$ cat config.mk
export PLATFORM = sky130hd
export DESIGN_NAME = dhs_obi_arbiter
export DESIGN_NICKNAME = d
export VERILOG_FILES = /design/src/rtl/dhs_obi_arbiter.sv
export SDC_FILE = /design/constraint.sdc
export NUM_CORES = 1
export LEC_CHECK = 0
export BUFFER_PORTS_ARGS = -buffer_cell sky130_fd_sc_hd__buf_2
export CAP_MARGIN = 20
export CORE_AREA = 2 2 122 124
export DETAILED_ROUTE_END_ITERATION = 8
export DIE_AREA = 0 0 124 126
export PLACE_DENSITY = 0.6
export SYNTH_ARGS = -nofsm -noshare
export SYNTH_HDL_FRONTEND = slang
export SYNTH_SLANG_ARGS = --single-unit
$ cat constraint.sdc
create_clock -name clk_i -period 2.7 [get_ports clk_i]
set_input_delay 0.27 -clock clk_i [delete_from_list [all_inputs] [get_ports clk_i]]
set_output_delay 0.27 -clock clk_i [all_outputs]
set_load 0.05 [all_outputs]
$ cat src/rtl/dhs_obi_arbiter.sv
// Round-robin arbiter sharing one OBI master port between NUM_REQ requesters,
// with an in-order ID FIFO to route responses. Define DHS_OBI_ARB_FIXED_PRIO_EN for fixed priority.
module dhs_obi_arbiter #(
  parameter int NUM_REQ         = 2,
  parameter int OBI_ADDRW       = 32,
  parameter int OBI_DATAW       = 32,
  parameter int OBI_STRBW       = 4,
  parameter int MAX_OUTSTANDING = 4
) (
  input  logic                                clk_i,
  input  logic                                arst_i,
  input  logic [NUM_REQ-1:0]                  req_i,
  output logic [NUM_REQ-1:0]                  gnt_o,
  input  logic [NUM_REQ-1:0][OBI_ADDRW-1:0]   addr_i,
  input  logic [NUM_REQ-1:0]                  we_i,
  input  logic [NUM_REQ-1:0][OBI_DATAW-1:0]   wdata_i,
  input  logic [NUM_REQ-1:0][OBI_STRBW-1:0]   be_i,
  output logic [NUM_REQ-1:0]                  rvalid_o,
  output logic [NUM_REQ-1:0][OBI_DATAW-1:0]   rdata_o,
  output logic                                m_req_o,
  input  logic                                m_gnt_i,
  output logic [OBI_ADDRW-1:0]                m_addr_o,
  output logic                                m_we_o,
  output logic [OBI_DATAW-1:0]                m_wdata_o,
  output logic [OBI_STRBW-1:0]                m_be_o,
  input  logic                                m_rvalid_i,
  input  logic [OBI_DATAW-1:0]                m_rdata_i,
  output logic                                err_o
);
  localparam int IDW = $clog2(NUM_REQ);
  localparam int PW  = $clog2(MAX_OUTSTANDING);
  localparam int CW  = PW + 1;

  typedef enum logic {IDLE, HOLD} state_e;

  state_e                            state_q;
  logic [IDW-1:0]                    sel_q;
  logic [MAX_OUTSTANDING-1:0][IDW-1:0] fifo_q;
  logic [PW-1:0]                     wptr_q, rptr_q;
  logic [CW-1:0]                     cnt_q;
  logic                              err_q;
`ifndef DHS_OBI_ARB_FIXED_PRIO_EN
  logic [IDW-1:0]                    rr_q;
`endif

  logic                 full, hs, pop, spur, m_req, win_vld;
  logic [NUM_REQ-1:0]   elig;
  logic [IDW-1:0]       win, sel;

  // A full FIFO blocks grants even when a pop lands in the same cycle.
  assign full = (cnt_q == CW'(MAX_OUTSTANDING));
  assign elig = req_i & {NUM_REQ{~full}};

  always_comb begin
    win     = '0;
    win_vld = 1'b0;
`ifdef DHS_OBI_ARB_FIXED_PRIO_EN
    for (int i = NUM_REQ-1; i >= 0; i--) begin
      if (elig[IDW'(i)]) begin
        win     = IDW'(i);
        win_vld = 1'b1;
      end
    end
`else
    // Scan from lowest priority upward so the last hit is the rr_q-nearest one.
    for (int k = NUM_REQ-1; k >= 0; k--) begin
      if (elig[IDW'((int'(rr_q) + k) % NUM_REQ)]) begin
        win     = IDW'((int'(rr_q) + k) % NUM_REQ);
        win_vld = 1'b1;
      end
    end
`endif
  end

  assign sel   = (state_q == HOLD || !win_vld) ? sel_q : win;
  assign m_req = elig[sel] & ~arst_i;
  assign hs    = m_req & m_gnt_i;
  assign pop   = m_rvalid_i & (cnt_q != '0) & ~arst_i;
  assign spur  = m_rvalid_i & (cnt_q == '0);

  always_comb begin
    gnt_o    = '0;
    rvalid_o = '0;
    if (hs)  gnt_o[sel] = 1'b1;
    if (pop) rvalid_o[fifo_q[rptr_q]] = 1'b1;
    for (int i = 0; i < NUM_REQ; i++) rdata_o[i] = arst_i ? '0 : m_rdata_i;
    m_addr_o  = arst_i ? '0 : addr_i[sel];
    m_we_o    = arst_i ? 1'b0 : we_i[sel];
    m_wdata_o = arst_i ? '0 : wdata_i[sel];
    m_be_o    = arst_i ? '0 : be_i[sel];
  end

  assign m_req_o = m_req;
  assign err_o   = err_q;

  always_ff @(posedge clk_i or posedge arst_i) begin
    if (arst_i) begin
      state_q <= IDLE;
      sel_q   <= '0;
      fifo_q  <= '0;
      wptr_q  <= '0;
      rptr_q  <= '0;
      cnt_q   <= '0;
      err_q   <= 1'b0;
`ifndef DHS_OBI_ARB_FIXED_PRIO_EN
      rr_q    <= '0;
`endif
    end else begin
      case (state_q)
        IDLE: if (m_req) begin
          sel_q <= sel;
          if (!m_gnt_i) state_q <= HOLD;
        end
        HOLD: if (!req_i[sel_q]) begin
          // Requester withdrew before its grant: protocol violation.
          err_q   <= 1'b1;
          state_q <= IDLE;
        end else if (m_gnt_i) begin
          state_q <= IDLE;
        end
        default: state_q <= IDLE;
      endcase
      if (hs) begin
        fifo_q[wptr_q] <= sel;
        wptr_q         <= wptr_q + 1'b1;
`ifndef DHS_OBI_ARB_FIXED_PRIO_EN
        rr_q           <= (sel == IDW'(NUM_REQ-1)) ? '0 : sel + 1'b1;
`endif
      end
      if (pop)  rptr_q <= rptr_q + 1'b1;
      if (spur) err_q  <= 1'b1;
      if (hs && !pop)      cnt_q <= cnt_q + 1'b1;
      else if (!hs && pop) cnt_q <= cnt_q - 1'b1;
    end
  end
endmodule

---- Word level (Yosys, flattened, before mapping) ----
Index checks and enable logic that the tools add are counted.
W data, S select, Z words.
storage, ports and cells
  register bits after elaboration ......... 15
  bits of input ports ..................... 176
  output and inout port bits .............. 139
  word-level logic and storage cells ...... 100
operators by class
  $add $sub $neg .......................... 6
  $lt $le $gt $ge ......................... 10
  equal/unequal tests ..................... 2
  multiplexer cells ....................... 47
  bitwise logic cells ..................... 9
  reduce and logical (&&, ||, !) cells .... 15
operators with widths
  cell                   count
  $mux W32               7
  $mux W1                27
  $mux W4                3
  $lt A1 B2 Y1 const B   3
  $lt A1 B3 Y1 const B   2
  $lt A2 B3 Y1 const B   2
  $mux W3                2
  $and A1 B1 Y1          5
  $logic_and A1 B1 Y1    5
  $add A2 B1 Y2 const B  2
  $bwmux W4              1
  $mux W2                2
  $reduce_and A2 Y1      2
  $reduce_bool A2 Y1     2
  $add A3 B1 Y3 const B  1
  $eq A3 B3 Y1 const B   1
  $logic_not A1 Y1       3
  $logic_not A3 Y1       1
  $not A1 Y1             3
  $reduce_bool A3 Y1     1
  $sub A3 B1 Y3 const B  1
  $add A1 B1 Y1 const B  2
  $and A2 B2 Y2          1
  $bmux W1 S2            1
  other kinds (7)        9

---- Logic depth before layout (Yosys ltp) ----
Gate-level depths: netlist of run 1.
  depth after elaboration ................. 18
  gate-level depth with buffers ........... 10
  depth with buffers taken out ............ 9

---- Least setup slack after synthesis of run 1 ----
Ideal clock, no wire load.
  path type ............................... flip-flop to output port
  start point ............................. register cnt_q[0]
  end point ............................... output m_addr_o[0]
  arrival ................................. 2.184 ns
  required time ........................... 2.430 ns
  setup slack ............................. 0.246 ns
  stages on the path, launching flop included .. 7
  buffers on the path ..................... 2
  path through ............................ dfrtp_1 -> nor3b_4 -> nor2_2 -> mux2i_1 -> buf_6 -> buf_12 -> mux2i_1
between the ends
  longest elaborated chain between the ends .. 13
  elaborated cells on any way between the ends .. 17
  those cells by class .................... eq/ne (1); mux (12); bitwise (2); reduce/logical (2)
RTL lines
  element                                          RTL line  RTL
  start, declared                                  40        logic [CW-1:0] cnt_q;
  start signal, assigned                           132       if (hs && !pop) cnt_q <= cnt_q + 1'b1;
  start signal, assigned                           133       else if (!hs && pop) cnt_q <= cnt_q - 1'b1;
  $eq A3 B3 Y1 (*)                                 51        assign full = (cnt_q == CW'(MAX_OUTSTANDING));
  $not A1 Y1 (*)                                   52        assign elig = req_i & {NUM_REQ{~full}};
  $and A2 B2 Y2 (*)                                52
  $mux W1 (implied by the code) (2 in a row)       67        if (elig[IDW'((int'(rr_q) + k) % NUM_REQ)]) begin
  $mux W1 (2 in a row)                             67
  $logic_not A1 Y1                                 75        assign sel = (state_q == HOLD || !win_vld) ? sel_q : win;
  $logic_or A1 B1 Y1                               75
  $mux W1 (*)                                      75
  $mux W32 (implied by the code) (*) (2 in a row)  87        m_addr_o = arst_i ? '0 : addr_i[sel];
  $mux W32 (*)                                     87
  end, declared                                    22        output logic [OBI_ADDRW-1:0] m_addr_o,
Every way passes the cells marked *; elsewhere a longest branch is shown, timed or not. The select of a mux whose other input is x is not followed.

---- Worst setup path in the final report of run 1 ----
  start point ............................. register state_q
  end point ............................... output m_addr_o[15]
between the ends
  longest elaborated chain between the ends .. 5
RTL lines
  element                                      RTL line  RTL
  start, declared                              36        state_e state_q;
  start signal, assigned                       98        state_q <= IDLE;
  start signal, assigned                       112       if (!m_gnt_i) state_q <= HOLD;
  start signal, assigned                       117       state_q <= IDLE;
  $logic_or A1 B1 Y1                           75
  $mux W1                                      75
  $mux W32 (implied by the code) (2 in a row)  87
  $mux W32                                     87
No other way between the ends. The select of a mux whose other input is x is not followed.

==> qor.csv, run 1 <==
stage,metric,value,unit
floorplan,core,0.0143,mm2
yosys,yosysWarnings,0,
cells_and_area,fin_nets,823,
placed_design,io_buffers,314,
clocking,insertion_delay,0.25,ns
drt,dr.first_iter.drc_count,95,
cells_and_area,drive_gt1_share,52.2,%
cells_and_area,n_antenna_cell,0,
drt,drt_first_pass_iters,4,
power_and_ir_drop,vdd_ir_drop_max,0.371,mV
clocking,cts_root_buf,clkbuf_16,
placed_design,place.gp.congestion,0.789,
power_and_ir_drop,total_power,3.61,mW
clocking,htreeDepth,1,
hold_path,hold_class,input pin to async pin,
clocking,clockBufferDepth,2,
critical_path,cpMaxStageDelayCell,dfrtp_1,
power_and_ir_drop,powerDensity,845,mW/mm2
yosys,syn-num-nets,557,
yosys,synthCells,375,
global_route,grt_pass1_wl,14600,um
critical_path,rr_endpoint,cnt_q[2]$_DFFE_PP0P_,
clocking,clk_pin_slew,0.05,ns
global_route,overflow,0,
clocking,cts_tree,built,
critical_path,reg2reg_depth,9,
power_and_ir_drop,p_leak,2.74,nW
yosys,syn_area,0.00273,mm2
critical_path,worstSetupStartpointType,register,
timing,fin_worst_skew,0.00333,ns
drt,drc,0,
timing,min_period,2.58,ns
flow_run,cap_violations,0,
floorplan,die_area,0.0156,mm2
timing,timing.slew.headroom,72.9,%
global_route,grt.total_usage,11.8,%
yosys,synth_cell_types,36,
cells_and_area,areaGrowthSynthToFinish,56.3,%
global_route,grt_max_degree,55,
floorplan,fp-row-count,44,
timing,worstMarginPinSlew,0.405,ns
floorplan,io_pins,315,
yosys,seq_area_frac_synth,13.7,%
drt,antenna_left,0,
critical_path,cp_max_fo,38,
critical_path,crit_required,2.43,ns
timing,hold_viol,0,
clocking,cts_setup_buffers,0,
floorplan,start_util,19.1,%
placed_design,dp_hpwl,8960,um
timing,period_share,95.5,%
global_route,first_global_vias,2896,
critical_path,r2r-start,state_q$_DFF_PP0_,
timing,setup_tns,0,ns
drt,vias_per_cell,4.07,
status,outcome,"complete, no violations",
global_route,antenna_found_initial,0,
timing,fmax,388,MHz
timing,setup_violations,0,
critical_path,cp_data_arrival_time,2.31,ns
drt,vias,3357,
critical_path,worstPathCellList,nand2b_1 > nor2_2 > mux2i_4 > buf_12 > mux2i_1 > clkbuf_4,
drt,totalWireLength,10600,um
placed_design,dp.cells,820,
drt,wl_per_cell,12.8,um
timing,rsz0062_at_grt,no,
yosys,synth.ff_latch_count,15,
floorplan,chipWidth,124,um
cells_and_area,instances_no_fill,824,
critical_path,max_stage_delay,0.44,ns
clocking,cts_buffers,3,
cells_and_area,n_fill_cell,1619,
timing,slew_violations,0,
yosys,syn_area_per_cell,7.28,um2
critical_path,worstSetupEndpointType,primary output,
timing,hold_ws,0.0647,ns
clocking,cts_num_sinks,15,
critical_path,r2r_slack,0.35,ns
floorplan,die_h,126,um
critical_path,critPathKind,register to primary output,
[where the power goes]
group          total (mW)  leakage, nW  switching [mW]  internal, mW
logic                2.88         2.52            1.98         0.904
clock network       0.294       0.0409          0.0959         0.198
registers           0.436        0.179           0.110         0.326
total                3.61         2.74            2.18          1.43
[area by class of cell]
cell class	instances	area, um2	share of cell area, %
clock inverters	1	5.00	0.117
flip-flops and latches	15	375	8.79
repair buffers	322	1690	39.5
well taps	184	230	5.39
inverters	7	28.8	0.674
clock buffers	3	75.1	1.76
multi-input cells	292	1870	43.8
[critical path, delay by kind of cell, from the launching register on]
kind	cells	cell delay (ns)
flops	1	0.44
simple gates	2	0.37
buf+inv	2	0.58
mux	2	0.64
[per-stage QoR]
step | area [um2] | utilization [%] | worst slack, ns
after detailed placement | 4190 | 29.2 | 0.341
final | 4270 | 29.8 | 0.121
after CTS | 4270 | 29.8 | 0.0649
after global routing | 4270 | 29.8 | 0.00158
after floorplan | 2730 | - | 0.246
after global placement | 4190 | 29.2 | 0.344
[worst max path at each step]
stage | cells past startpoint | slack, ns | start | end
global route | 6 | 0.002 | state_q$_DFF_PP0_ | m_addr_o[24]
CTS | 6 | 0.06 | state_q$_DFF_PP0_ | m_addr_o[24]
global placement | 6 | 0.34 | cnt_q[0]$_DFFE_PP0P_ | m_addr_o[24]
finish | 6 | 0.12 | state_q$_DFF_PP0_ | m_addr_o[15]
floorplan | 6 | 0.25 | cnt_q[0]$_DFFE_PP0P_ | m_addr_o[0]
detailed placement | 6 | 0.34 | state_q$_DFF_PP0_ | m_addr_o[24]
[registers in the layout (all words and copies together), names as in the netlist]
name     flops
wptr_q       2
sel_q        1
state_q      1
fifo_q       4
err_o        1
rptr_q       2
cnt_q        3
rr_q         1
[Yosys cell counts]
library cell / n / area, um2
nand2_1: 140 / 526
mux2i_1: 72 / 721
buf_4: 32 / 240
nor2b_1: 32 / 200
clkbuf_1: 19 / 71.3
dfrtp_1: 15 / 375
buf_12: 7 / 140
a31oi_1: 6 / 37.5
inv_1: 6 / 22.5
ha_1: 5 / 62.6
nor2_1: 5 / 18.8
a21oi_1: 4 / 20.0
xnor2_1: 4 / 35.0
a21o_1: 2 / 15.0
and2_1: 2 / 12.5
buf_2: 2 / 10.0
nor3_1: 2 / 10.0
xor2_1: 2 / 17.5
a221o_1: 1 / 10.0
a41oi_1: 1 / 8.76
and2b_2: 1 / 8.76
and3b_1: 1 / 8.76
and4_1: 1 / 8.76
buf_6: 1 / 11.3
clkinv_1: 1 / 3.75
fa_1: 1 / 20.0
mux2_2: 1 / 11.3
mux4_2: 1 / 22.5
nand2b_1: 1 / 6.26
nand3_1: 1 / 5.00
nor2_2: 1 / 6.26
nor3b_1: 1 / 7.51
nor3b_4: 1 / 18.8
nor4b_4: 1 / 23.8
nor4bb_1: 1 / 10.0
o21ai_0: 1 / 5.00
[layout by cell type (no fill, tap or decap), types with 5 or more instances in the layout]
cell and count:
buf_2 312, nand2_1 140, a31oi_1 6, ha_1 5, nor2_1 5, dfrtp_1 15
nor2b_1 32, mux2i_1 71, inv_1 6
[layer usage]
metal	wire length, um	GRT usage, %
met5	0	0
met4	34	1.19
met3	855	1.18
met2	5420	22.8
met1	4240	14.4
[repair_timing]
item	CTS	global route
hold buffers	0	0
resized for setup	0	2
endpoints found under the setup margin	0	2
[logic make-up after synthesis]
family	Yosys count	synth area share, %
AND/OR/NAND/NOR	191	31.9
multiplexers	74	27.6
buffers and inverters	68	18.3
AO/OA/AOI/OAI	15	3.53
flip-flops	15	13.7
XOR/XNOR	6	1.92
adder cells (fa/ha/maj)	6	3.02
No activity file was read; power rests on OpenSTA's default activity.
==> run 2: changes to the inputs <==
--- a/config.mk
+++ b/config.mk
@@ -10,6 +10,7 @@
 export CORE_AREA = 2 2 122 124
 export DETAILED_ROUTE_END_ITERATION = 8
 export DIE_AREA = 0 0 124 126
+export GPL_TIMING_DRIVEN = 0
 export PLACE_DENSITY = 0.6
 export SYNTH_ARGS = -nofsm -noshare
 export SYNTH_HDL_FRONTEND = slang
==> run 2 against run 1 <==
  * Power grew 7.1%
  * Via count rose by 7.5%
  * Clock-buffer cell count is 1 higher
  * Fmax is 0.96% higher
  * Wire length grew 13%
==> qor.csv, run 2 (synthesis results as in run 1) <==
stage,metric,value,unit,change
timing,fin_worst_skew,0.00200,ns,was 0.00333 ns
hold_path,min_from,m_rvalid_i,,
drt,vias,3610,,was 3357
timing,hold_viol,0,,unchanged
critical_path,crit_start,cnt_q[0]$_DFFE_PP0P_,,was state_q$_DFF_PP0_
cells_and_area,n_antenna_cell,0,,unchanged
global_route,first_global_vias,3194,,was 2896
power_and_ir_drop,sw_frac_of_total,58.4,%,was 60.4%
drt,totalWireLength,11900,um,was 10600 um
clocking,cts_tree,built,,unchanged
global_route,grt.total_usage,13.5,%,was 11.8%
global_route,grt_max_degree,25,,was 55
critical_path,worstSetupStartpointType,register,,unchanged
timing,period_share,94.6,%,was 95.5%
critical_path,cp_data_arrival_time,2.28,ns,was 2.31 ns
cells_and_area,largest_register_ffs,4,,unchanged
critical_path,r2r-start,sel_q$_DFFE_PP0P_,,was state_q$_DFF_PP0_
clocking,htreeDepth,1,,unchanged
status,outcome,"complete, no violations",,unchanged
power_and_ir_drop,p_leak,2.94,nW,was 2.74 nW
cells_and_area,stdcell_area,0.00461,mm2,was 0.00427 mm2
placed_design,dpl-instance-area,0.00452,mm2,was 0.00419 mm2
floorplan,die_area,0.0156,mm2,unchanged
global_route,grt_pass1_wl,16300,um,was 14600 um
drt,dr.first_iter.drc_count,141,,was 95
clocking,cts_num_sinks,15,,unchanged
power_and_ir_drop,clock_power_share,7.4,%,was 8.1%
power_and_ir_drop,powerDensity,839,mW/mm2,was 845 mW/mm2
timing,slew_violations,0,,unchanged
timing,min_period,2.55,ns,was 2.58 ns
clocking,cts_buffers,3,,unchanged
critical_path,cp_max_fo,10,,was 38
cells_and_area,top_regs,"fifo_q: 4 flops, cnt_q: 3 flops",,unchanged
critical_path,worstSetupEndpointType,primary output,,unchanged
cells_and_area,drive_gt1_share,52.5,%,was 52.2%
cells_and_area,areaGrowthSynthToFinish,68.8,%,was 56.3%
power_and_ir_drop,seqPwrFrac,11.1,%,was 12.1%
critical_path,crit_required,2.43,ns,about the same
power_and_ir_drop,internal_power,1.61,mW,was 1.43 mW
cells_and_area,final_common_cell,buf_2,,unchanged
clocking,clockBufferDepth,2,,unchanged
cells_and_area,post-route-util,32.2,%,was 29.8%
timing,setup_tns,0,ns,unchanged
clocking,ctsHoldBuffers,0,,unchanged
power_and_ir_drop,p_sw,2.26,mW,was 2.18 mW
floorplan,die_h,126,um,unchanged
timing,worstMarginPinSlew,0.760,ns,was 0.405 ns
drt,vias_per_cell,4.13,,was 4.07
drt,wl_per_cell,13.6,um,was 12.8 um
placed_design,io_buffers,312,,was 314
drt,drt_first_pass_iters,4,,unchanged
drt,antenna_left,0,,unchanged
timing,setup_violations,0,,unchanged
hold_path,hold_class,input pin to register,,was input pin to async pin
clocking,clk_pin_slew,0.05,ns,about the same
power_and_ir_drop,vdd_ir_drop_max,0.326,mV,was 0.371 mV
drt,drc,0,,unchanged
floorplan,chipWidth,124,um,unchanged
cells_and_area,mostFrequentLayoutCells,"buf_2 (311), nand2_1 (140), mux2i_1 (72)",,"was buf_2 (312), nand2_1 (140), mux2i_1 (71)"
power_and_ir_drop,p_comb_share,81.5,%,was 79.8%
floorplan,start_util,19.1,%,unchanged
timing,timing.slew.headroom,49.3,%,was 72.9%
critical_path,critPathKind,register to primary output,,unchanged
floorplan,fp-row-count,44,,unchanged
timing,fmax,392,MHz,was 388 MHz
flow_run,cap_violations,0,,unchanged
placed_design,dp_hpwl,10300,um,was 8960 um
cells_and_area,top_register,fifo_q,,unchanged
global_route,antenna_found_initial,0,,unchanged
floorplan,io_pins,315,,unchanged
cells_and_area,fin_nets,874,,was 823
floorplan,core,0.0143,mm2,unchanged
global_route,overflow,0,,unchanged
clocking,cts_setup_buffers,0,,unchanged
clocking,cts_root_buf,clkbuf_16,,unchanged
clocking,insertion_delay,0.25,ns,about the same
placed_design,place.gp.congestion,0.802,,was 0.789
-- run 2: path summary, 6_finish.rpt --
check	end	slack [ns]	cells after the start
worst max-delay path	m_addr_o[24]	0.15	7
worst min-delay path	err_o$_DFFE_PP0P_	0.28	2
worst max register to register	cnt_q[2]$_DFFE_PP0P_	0.24	9
worst min register to register	rptr_q[1]$_DFFE_PP0P_	0.48	1
max in group asynchronous	sel_q$_DFFE_PP0P_	1.71	4
min in group asynchronous	fifo_q[0]$_DFFE_PP0P_	0.75	4
-- run 2: area by class of cell --
cell class / count / area (um2)
timing repair buffer: 312 / 1570
tap: 184 / 230
fill: 1582 / 9700
sequential: 15 / 375
clock buffer: 4 / 78.8
buffer: 61 / 475
multi-input combinational: 292 / 1860
inverter: 7 / 26.3
-- run 2: power groups by stage --
stage                     registers, mW  clock network, mW  logic [mW]
after floorplan                   0.411                  0        2.49
after global placement            0.433                  0        3.15
after detailed placement          0.434                  0        3.16
after CTS                         0.430              0.298        3.17
after global routing              0.448              0.307        3.31
final                             0.429              0.288        3.15
-- run 2: through the flow --
| stage | worst slack (ns) | total power, mW | instances | hold slack (ns) |
|---|---|---|---|---|
| floorplan | 0.246 | 2.90 | 375 | 0.417 |
| global placement | 0.0290 | 3.58 | 871 | 0.465 |
| detailed placement | -0.00965 | 3.59 | 871 | 0.475 |
| CTS | 0.0549 | 3.90 | 875 | 0.278 |
| global route | -0.0116 | 4.07 | 875 | 0.291 |
| finish | 0.146 | 3.87 | 875 | 0.283 |
-- run 2: per-layer routing --
| layer | wire length [um] | global-route usage, % | up-vias |
|---|---|---|---|
| met1 | 4890 | 16.7 | 1596 |
| met2 | 6030 | 25.4 | 187 |
| met5 | 0 | 0 | - |
| met4 | 62 | 1.32 | 0 |
| li1 | - | - | 1820 |
| met3 | 947 | 1.90 | 7 |
-- run 2: timing repair --
| action | 4_1_cts | 5_1_grt |
|---|---|---|
| resized for setup | 1 | 2 |
| pin swaps | 0 | 1 |
| setup endpoints to repair | 1 | 2 |
-- run 2: worst max-delay path: stages (launching register included) --
cell and delay (ns):
dfrtp_1 0.45, nor3b_4 0.29, nor2_2 0.07, mux2i_1 0.20
buf_6 0.25, buf_12 0.20, mux2i_1 0.29, clkbuf_4 0.29
==> run 3: changes to the inputs <==
--- a/config.mk
+++ b/config.mk
@@ -6,12 +6,11 @@
 export NUM_CORES = 1
 export LEC_CHECK = 0
 export BUFFER_PORTS_ARGS = -buffer_cell sky130_fd_sc_hd__buf_2
-export CAP_MARGIN = 20
 export CORE_AREA = 2 2 122 124
 export DETAILED_ROUTE_END_ITERATION = 8
 export DIE_AREA = 0 0 124 126
 export GPL_TIMING_DRIVEN = 0
-export PLACE_DENSITY = 0.6
+export PLACE_DENSITY_LB_ADDON = 0.2
 export SYNTH_ARGS = -nofsm -noshare
 export SYNTH_HDL_FRONTEND = slang
 export SYNTH_SLANG_ARGS = --single-unit
==> run 3 against run 2 <==
  * Fmax increased by 2.5%
  * Power shrank 0.81%
  * Flip-flop and latch count unchanged
  * Highest routed layer unchanged
  * Critical path type unchanged
  * Critical path depth did not move
  * Wire length shrank 1.0%
==> qor.csv, run 3 (synthesis results as in run 1) <==
stage,metric,value,unit,change
timing,hold_viol,0,,unchanged
cells_and_area,areaGrowthSynthToFinish,68.5,%,was 68.8%
clocking,cts_num_sinks,15,,unchanged
hold_path,hold_depth,2,,unchanged
global_route,first_global_vias,3363,,was 3194
timing,hold_ws,0.275,ns,was 0.283 ns
timing,period_share,92.3,%,was 94.6%
clocking,clockBufferDepth,2,,unchanged
floorplan,die_area,0.0156,mm2,unchanged
placed_design,dp_hpwl,9980,um,was 10300 um
placed_design,place.gp.congestion,0.763,,was 0.802
hold_path,min_from,m_rvalid_i,,unchanged
floorplan,chipWidth,124,um,unchanged
cells_and_area,final_common_cell,buf_2,,unchanged
drt,dr.first_iter.drc_count,70,,was 141
timing,min_period,2.49,ns,was 2.55 ns
critical_path,cp_max_fo,10,,unchanged
status,outcome,"complete, no violations",,unchanged
drt,vias_per_cell,4.03,,was 4.13
floorplan,io_pins,315,,unchanged
timing,slew_violations,0,,unchanged
placed_design,io_buffers,312,,unchanged
drt,drt_first_pass_iters,4,,unchanged
clocking,cts_resized,0,,was 1
critical_path,r2r_slack,0.25,ns,was 0.24 ns
clocking,cts_root_buf,clkbuf_16,,unchanged
clocking,ctsHoldBuffers,0,,unchanged
global_route,grt_pass1_wl,16900,um,was 16300 um
power_and_ir_drop,vdd_ir_drop_max,0.691,mV,was 0.326 mV
drt,vias,3525,,was 3610
timing,fmax,401,MHz,was 392 MHz
timing,setup_tns,0,ns,unchanged
timing,timing.slew.headroom,62.3,%,was 49.3%
timing,worstMarginPinSlew,0.566,ns,was 0.760 ns
floorplan,core,0.0143,mm2,unchanged
drt,antenna_left,0,,unchanged
cells_and_area,top_regs,"fifo_q: 4 flops, cnt_q: 3 flops",,unchanged
timing,setup_violations,0,,unchanged
clocking,htreeDepth,1,,unchanged
cells_and_area,seq_area,375,um2,unchanged
floorplan,fp-row-count,44,,unchanged
clocking,cts_setup_buffers,0,,unchanged
hold_path,hold_end,err_o$_DFFE_PP0P_,,unchanged
global_route,antenna_found_initial,0,,unchanged
critical_path,r2r-start,sel_q$_DFFE_PP0P_,,unchanged
cells_and_area,instances_no_fill,875,,unchanged
drt,totalWireLength,11800,um,was 11900 um
critical_path,critPathKind,register to primary output,,unchanged
critical_path,crit_required,2.43,ns,about the same
placed_design,dpl-instance-area,0.00452,mm2,unchanged
placed_design,dp.cells,871,,unchanged
timing,rsz0062_at_grt,no,,
critical_path,cp_data_arrival_time,2.22,ns,was 2.28 ns
global_route,grt.total_usage,13.4,%,was 13.5%
clocking,cts_buffers,3,,unchanged
critical_path,rr_endpoint,cnt_q[2]$_DFFE_PP0P_,,unchanged
hold_path,hold_class,input pin to register,,unchanged
cells_and_area,top_register,fifo_q,,unchanged
clocking,clk_pin_slew,0.05,ns,about the same
clocking,insertion_delay,0.24,ns,was 0.25 ns
floorplan,start_util,19.1,%,unchanged
global_route,overflow,0,,unchanged
cells_and_area,stdcell_area,0.00460,mm2,was 0.00461 mm2
power_and_ir_drop,powerDensity,833,mW/mm2,was 839 mW/mm2
critical_path,worstSetupStartpointType,register,,unchanged
cells_and_area,n_antenna_cell,0,,unchanged
cells_and_area,mostFrequentLayoutCells,"buf_2 (314), nand2_1 (140), mux2i_1 (72)",,"was buf_2 (311), nand2_1 (140), mux2i_1 (72)"
timing,fin_worst_skew,0.00171,ns,was 0.00200 ns
cells_and_area,fin_nets,874,,unchanged
drt,drc,0,,unchanged
cells_and_area,n_fill_cell,1619,,was 1582
floorplan,die_h,126,um,unchanged
cells_and_area,largest_register_ffs,4,,unchanged
cells_and_area,multiInputGateArea,0.00186,mm2,unchanged
clocking,cts_tree,built,,unchanged
power_and_ir_drop,p_leak,2.94,nW,about the same
flow_run,cap_violations,0,,unchanged
critical_path,reg2reg_depth,9,,unchanged
critical_path,worstSetupEndpointType,primary output,,unchanged
cells_and_area,drive_gt1_share,52.7,%,was 52.5%
global_route,grt_max_degree,25,,unchanged
drt,wl_per_cell,13.5,um,was 13.6 um
## run 3: cell count changes in the layout (fill, tap and decap cells not counted)
cell / change
clkinv_2: +1
buf_2: +3
clkbuf_4: -2
clkbuf_1: -1
buf_4: -1
## run 3: critical path: stages (launching register included)
cell	delay [ns]
dfrtp_1	0.46
nor3b_4	0.31
nor2_2	0.08
mux2i_1	0.18
buf_6	0.23
buf_12	0.17
mux2i_1	0.24
buf_2	0.30
## run 3: worst max-delay path by stage
stage	start	endpoint	slack (ns)
after global routing	cnt_q[0]$_DFFE_PP0P_	m_wdata_o[1]	0.008
after global placement	arst_i	m_addr_o[29]	0.23
after floorplan	cnt_q[0]$_DFFE_PP0P_	m_addr_o[0]	0.25
after CTS	cnt_q[0]$_DFFE_PP0P_	m_wdata_o[1]	0.14
final	cnt_q[0]$_DFFE_PP0P_	m_wdata_o[1]	0.21
after detailed placement	arst_i	m_addr_o[26]	0.22
## run 3: through the flow
stage          power (mW)  utilization, %  setup slack, ns
2_1_floorplan        2.90               -            0.246
3_3_place_gp         3.58            31.6            0.233
3_5_place_dp         3.58            31.6            0.221
4_1_cts              3.88            32.2            0.137
5_1_grt              4.06            32.2          0.00840
6_report             3.84            32.2            0.208
## run 3: report_power, final
group	leakage [nW]	total (mW)	switching (mW)	internal [mW]
Combinational	2.72	3.11	2.03	1.08
Sequential	0.179	0.435	0.108	0.327
Clock	0.0409	0.286	0.0885	0.198
## run 3: layout make-up
type / count / share of cell area, %
Buffer: 61 / 10.3
Clock buffer: 3 / 1.63
Clock inverter: 1 / 0.109
Inverter: 7 / 0.571
Multi-Input combinational cell: 292 / 40.3
Sequential cell: 15 / 8.15
Tap cell: 184 / 5.00
Timing Repair Buffer: 312 / 33.9
## run 3: per-layer routing
layer / global-route usage [%] / share of wire (%) / routed length [um] / vias up
li1: - / - / - / 1811
met1: 15.9 / 40 / 4750 / 1547
met2: 26.3 / 51 / 6070 / 161
met3: 1.59 / 7.9 / 937 / 6
met4: 0.925 / 0.47 / 55 / 0
met5: 0 / 0 / 0 / -
